## config.mk

```make
export PLATFORM = sky130hd
export DESIGN_NAME = instr_mem_loader
export DESIGN_NICKNAME = d
export VERILOG_FILES = /design/src/rtl/instr_mem_loader.sv
export SDC_FILE = /design/constraint.sdc
export NUM_CORES = 1
export LEC_CHECK = 0
export ABC_AREA = 1
export CORE_MARGIN = 4
export CORE_UTILIZATION = 48
export CTS_CLUSTER_DIAMETER = 80
export CTS_CLUSTER_SIZE = 28
export DETAILED_ROUTE_END_ITERATION = 8
export PLACE_DENSITY = 0.78
export SYNTH_ARGS = -nofsm -noshare
export SYNTH_HDL_FRONTEND = slang
export SYNTH_SLANG_ARGS = --single-unit
```

## constraint.sdc

```tcl
create_clock -name clk -period 1.49 [get_ports clk]
set_input_delay 0.447 -clock clk [delete_from_list [all_inputs] [get_ports clk]]
set_output_delay 0.447 -clock clk [all_outputs]
set_load 0.005 [all_outputs]
```

## src/rtl/instr_mem_loader.sv

```systemverilog
// rtl/instr_mem_loader.sv - byte-stream to 32-bit word loader for the instruction memory
//
// Purpose: packs an incoming program-image byte stream into words, writes them
// into the instruction memory from address 0 upward, and holds the CPU until
// the whole image has been written.
//
// Ports:
//   clk, reset            clock and synchronous active-high reset
//   start                 one-cycle pulse, begins a load (ignored while loading)
//   byte_in/byte_valid/byte_last/byte_ready   image byte stream handshake
//   mem_we/mem_addr/mem_wdata                 instruction memory write port
//   words_loaded          words written in the current or last load
//   busy/done/overflow_err/cpu_hold           status
module instr_mem_loader #(
  parameter int ADDR_WIDTH = 16,
  parameter int DATA_WIDTH = 32,
  parameter int MAX_WORDS  = 2**ADDR_WIDTH,
  parameter bit BIG_ENDIAN = 1'b1
) (
  input  logic                  clk,
  input  logic                  reset,
  input  logic                  start,
  input  logic [7:0]            byte_in,
  input  logic                  byte_valid,
  input  logic                  byte_last,
  output logic                  byte_ready,
  output logic                  mem_we,
  output logic [ADDR_WIDTH-1:0] mem_addr,
  output logic [DATA_WIDTH-1:0] mem_wdata,
  output logic [ADDR_WIDTH:0]   words_loaded,
  output logic                  busy,
  output logic                  done,
  output logic                  overflow_err,
  output logic                  cpu_hold
);

  typedef enum logic [1:0] {S_IDLE, S_LOAD, S_DONE, S_ERROR} state_e;

  localparam logic [ADDR_WIDTH:0] MAX_CNT = (ADDR_WIDTH+1)'(MAX_WORDS);

  state_e                state_q;
  logic [1:0]            byte_cnt_q;
  logic [DATA_WIDTH-1:0] asm_q;
  logic                  last_q;
  logic [ADDR_WIDTH:0]   words_loaded_q;
  logic                  mem_we_q;
  logic [ADDR_WIDTH-1:0] mem_addr_q;
  logic [DATA_WIDTH-1:0] mem_wdata_q;
  logic                  byte_ready_q;
  logic                  busy_q;
  logic                  done_q;
  logic                  overflow_q;
  logic                  cpu_hold_q;

  logic [1:0]            lane_d;
  logic [DATA_WIDTH-1:0] word_d;
  logic                  accept;

  assign accept = byte_valid & byte_ready_q;

  // Word as it stands once the incoming byte is dropped into its lane.
  // Lanes not yet filled are still zero, which gives the padding for a short
  // final word for free.
  always_comb begin
    lane_d = BIG_ENDIAN ? (2'd3 - byte_cnt_q) : byte_cnt_q;
    word_d = asm_q;
    for (int i = 0; i < 4; i++) begin
      if (lane_d == 2'(i)) begin
        word_d[8*i +: 8] = byte_in;
      end
    end
  end

  always_ff @(posedge clk) begin
    if (reset) begin
      state_q        <= S_IDLE;
      byte_cnt_q     <= 2'd0;
      asm_q          <= '0;
      last_q         <= 1'b0;
      words_loaded_q <= '0;
      mem_we_q       <= 1'b0;
      mem_addr_q     <= '0;
      mem_wdata_q    <= '0;
      byte_ready_q   <= 1'b0;
      busy_q         <= 1'b0;
      done_q         <= 1'b0;
      overflow_q     <= 1'b0;
      cpu_hold_q     <= 1'b1;
    end else begin
      mem_we_q <= 1'b0;
      case (state_q)
        S_IDLE, S_DONE, S_ERROR: begin
          if (start) begin
            state_q        <= S_LOAD;
            byte_cnt_q     <= 2'd0;
            asm_q          <= '0;
            last_q         <= 1'b0;
            words_loaded_q <= '0;
            byte_ready_q   <= 1'b1;
            busy_q         <= 1'b1;
            done_q         <= 1'b0;
            overflow_q     <= 1'b0;
            cpu_hold_q     <= 1'b1;
          end
        end
        S_LOAD: begin
          if (last_q) begin
            // Final word was written in the previous cycle; release the CPU
            // only now so fetch never overlaps the last write.
            state_q    <= S_DONE;
            last_q     <= 1'b0;
            busy_q     <= 1'b0;
            done_q     <= 1'b1;
            cpu_hold_q <= 1'b0;
          end else if (accept) begin
            if (words_loaded_q == MAX_CNT) begin
              // Bank already full: drop the byte, never wrap the address.
              state_q      <= S_ERROR;
              byte_cnt_q   <= 2'd0;
              asm_q        <= '0;
              byte_ready_q <= 1'b0;
              busy_q       <= 1'b0;
              overflow_q   <= 1'b1;
            end else begin
              if (byte_cnt_q == 2'd3 || byte_last) begin
                mem_we_q       <= 1'b1;
                mem_addr_q     <= words_loaded_q[ADDR_WIDTH-1:0];
                mem_wdata_q    <= word_d;
                words_loaded_q <= words_loaded_q + (ADDR_WIDTH+1)'(1);
                asm_q          <= '0;
                byte_cnt_q     <= 2'd0;
              end else begin
                asm_q      <= word_d;
                byte_cnt_q <= byte_cnt_q + 2'd1;
              end
              if (byte_last) begin
                last_q       <= 1'b1;
                byte_ready_q <= 1'b0;
              end
            end
          end
        end
        default: state_q <= S_IDLE;
      endcase
    end
  end

  assign byte_ready   = byte_ready_q;
  assign mem_we       = mem_we_q;
  assign mem_addr     = mem_addr_q;
  assign mem_wdata    = mem_wdata_q;
  assign words_loaded = words_loaded_q;
  assign busy         = busy_q;
  assign done         = done_q;
  assign overflow_err = overflow_q;
  assign cpu_hold     = cpu_hold_q;

endmodule

```

==> reports/summary.md <==
The clock tree synthesis step divided the H-tree into 3 levels. The path class of the tightest hold or removal check is in -> reg. Synthesized netlist net count: 688. Number of antenna violations at the first check in global routing: 0.

Number of global-route vias before repair: 5601. The cell chosen for the clock root was clkbuf_8. The ratio of routed vias to standard cells was 6.12; the instance count of the mapped netlist was 669. Traced cell by cell, the critical path runs through inv_2 -> ha_4 -> inv_2 -> nor2_4 -> nand2_2 -> nor2_4 -> nand2_4 -> nand3_4 -> buf_12 -> clkbuf_16 -> nand2_2 -> a21oi_2. The wire-length estimate of the detail-placed layout is 10600 um.

The pre-CTS worst setup slack is -527 ps. The core area was 0.0104 mm^2; the remaining max-slew budget at the tightest pin was 47.0%. The synthesized netlist contains 30 unique library cells. Setup repair after global routing could not meet its margin everywhere. The final core area utilization was 75.0%; the clock input transition at the sequential cells of the worst setup and hold paths was 110 ps. The hold buffer count at CTS is 0, and the leakage component of the power is 3.19 nW. Max-cap violations in this run came to 0.

Remaining routing DRC violations: 0. The floorplan row count is 37, and the instance count after placement with tap cells included is 911. The die boundary height was 111 um.

The die covers 0.0124 mm^2. On the worst path, the slowest cell contributes a delay of 350 ps. The routed layout has 5934 vias. The final critical-path required period is 1860 ps, and the initial core utilization is 49.5%. The clock drives 108 sinks. For the number of CTS-inserted buffers, the log shows 9. The biggest fanout along the worst timing path is 5. The power density over the cells is 680 mW/mm^2. After the first detailed-routing iteration, the DRC count stood at 842. For the maximum vdd drop, the log shows 505 uV. The final reports fail on setup timing. Summing every instance area after synthesis gives 0.00513 mm^2. Achievable clock frequency: 538 MHz. The arrival time of the worst setup path was 2180 ps; the synthesized area divided by synthesized cell count was 7.67 um^2. The worst setup path is captured at a flip-flop. Setup violations remaining at the end of the flow were counted as 107. For this block, the routed nets add up to 19700 um of wire. Global routing finished with a remaining overflow of 0. The flow ran to the end, but the final reports show violations. The tools report the final net count as 847.

After synthesis the netlist holds a flip-flop and latch count of 108. The number of standard cells in the final layout excluding fillers is 969. The global-route wire length before repair came out at 29000 um. Among all stages on the critical path, the largest delay is contributed by dfxtp_2. Hold violation count in the final report: 0. Layout overhead on the synthesized area: 51.6%.

The critical path contains buffers and inverters numbering 4 combined. The count of boundary I/O pins came out at 84. The run gives 0.950 as the placer's final routability congestion estimate.

For the first-pass detailed-route iteration total, the log shows 5. In the final layout, the share of cells above drive strength 1 is 44.2%. Data on the critical path is required at its endpoint by 1810 ps. At the pin with the least slew margin, the transition time is 794 ps.

The pin count of the biggest net entering global routing came out at 62. The tools report the final clock skew as 18.8 ps. Measured along the x axis, the die boundary spans 111 um. Summing the sequential cell areas from Yosys gives 42.2% of the chip area. For this run, the number of Yosys warnings is 0.

The worst setup path is launched from a flip-flop. For the max-slew violation count, the log shows 0. Dividing the detail-routed wire length by the instance count gives 20.4 um. The number of antenna diodes in the final layout is 0. TritonCTS built the clock tree.

For the final critical-path setup slack, the log shows -368 ps. The clock reaches the later pin of the worst-skew pair after 400 ps. The critical path class was reg -> reg. The share of the clock period used by the worst path after layout is 125%.

No sink is reached through more buffers than the 2 on the longest clock path. The aggregate global-route resource usage is 28.8%, and the final antenna-violating net count is 0. During placement, the flow inserted port buffers numbering 83. The dominant delay contributor by cell family on the critical path is simple AND/OR/NAND/NOR gates.
==> what timing repair did <==
action                                  CTS  global route
setup buffers                            31             6
gates cloned                              8             1
pin swaps                                61            50
gates resized for setup                 251           111
endpoints found under the setup margin  175           110
==> cell usage after synthesis, drive strengths merged <==
library cell,n,area [um^2]
xor2,1,8.76
nor2,45,204
dfxtp,108,2160
clkbuf,21,78.8
o21bai,3,22.5
nand3,27,145
mux2,32,360
nand4,87,544
nand2,156,601
inv,42,158
clkinv,1,3.75
nor3,5,36.3
a21oi,93,469
ha,6,75.1
xnor2,1,8.76
o21ai,6,30.0
o21a,2,15.0
buf,33,206
==> state kept, by name (all words and copies together) (netlist names) <==
signal,cells
byte_cnt_q,2
last_q,1
asm_q,32
overflow_err,1
words_loaded,17
state_q,2
mem_we,1
busy,1
mem_wdata,32
mem_addr,16
done,1
byte_ready,1
cpu_hold,1
==> area by class of cell <==
cell class              instances  area [um^2]
clock buffers                  11          141
clock inverters                 5         35.0
fillers                       657         2600
inverters                      43          169
multi-input cells             465         3050
flip-flops and latches        108         2270
well taps                     136          170
repair buffers                201         1940
==> metal layers <==
| layer | vias up | GRT usage [%] | wire [um] |
|---|---|---|---|
| met5 | - | 0 | 0 |
| met4 | 0 | 14.8 | 1120 |
| met3 | 114 | 7.39 | 2200 |
| met2 | 430 | 46.0 | 9100 |
| met1 | 2788 | 36.0 | 7310 |
| li1 | 2602 | - | - |
==> stage by stage <==
| step | hold slack (ps) | instance area [um^2] | setup TNS [ps] | total power [mW] |
|---|---|---|---|---|
| floorplan | 438 | 5160 | -133 | 3.28 |
| global placement | 444 | 6500 | -40120 | 3.50 |
| detailed placement | 451 | 6500 | -44740 | 3.51 |
| CTS | 417 | 7410 | -8930 | 5.18 |
| global route | 446 | 7770 | -25410 | 5.43 |
| finish | 436 | 7770 | -22140 | 5.29 |
==> logic make-up (layout without fill, tap and decap cells) <==
kind of cell    after synthesis  in the layout  share of synthesized area, %
simple gates                320            321                          29.8
flops                       108            108                          42.2
compound gates              104            104                          10.5
buf+inv                      97            260                          8.71
mux                          32             32                          7.03
fa+ha+maj                     6              6                          1.46
xor+xnor                      2              2                         0.342
==> final timing paths <==
kind | startpoint | end | slack [ps] | cells past startpoint
setup / recovery | words_loaded[0] | mem_wdata[31] | -370 | 12
hold / removal | reset | words_loaded[4] | 440 | 3
setup reg to reg | words_loaded[0] | mem_wdata[31] | -370 | 12
hold reg to reg | mem_addr[0] | mem_addr[0] | 450 | 2
==> worst reg2reg max path: stages (launching register included) <==
cell,delay (ps)
dfxtp_2,350
inv_2,80
ha_4,140
inv_2,50
nor2_4,100
nand2_2,70
nor2_4,150
nand2_4,110
nand3_4,190
buf_12,160
clkbuf_16,140
nand2_2,60
a21oi_2,160
==> layout by cell type (no fill, tap or decap), types with 4 or more instances in the layout <==
cell type        count
nor2_4              10
clkbuf_8            10
dlygate4sd2_1       58
buf_6               17
nand2_4             22
buf_16               5
inv_2                9
dfxtp_1             44
a21oi_2             38
nand3_2              6
buf_12              12
dfxtp_2             53
nand3_1             18
nor2_1              33
buf_4               80
nand2_2             29
nand2_1            105
dfxtp_4             11
clkdlybuf4s15_1      4
mux2_2              32
nand4_1             87
buf_2               10
inv_1               32
clkdlybuf4s50_1      9
a21oi_1             55
==> where the power goes <==
part / leakage, nW / switching [mW] / internal, mW / total (mW)
Combinational: 2.20 / 0.419 / 0.250 / 0.669
Clock: 0.0897 / 1.06 / 0.659 / 1.72
Sequential: 0.905 / 0.0156 / 2.88 / 2.90
Power figures use the tool's default switching activity.
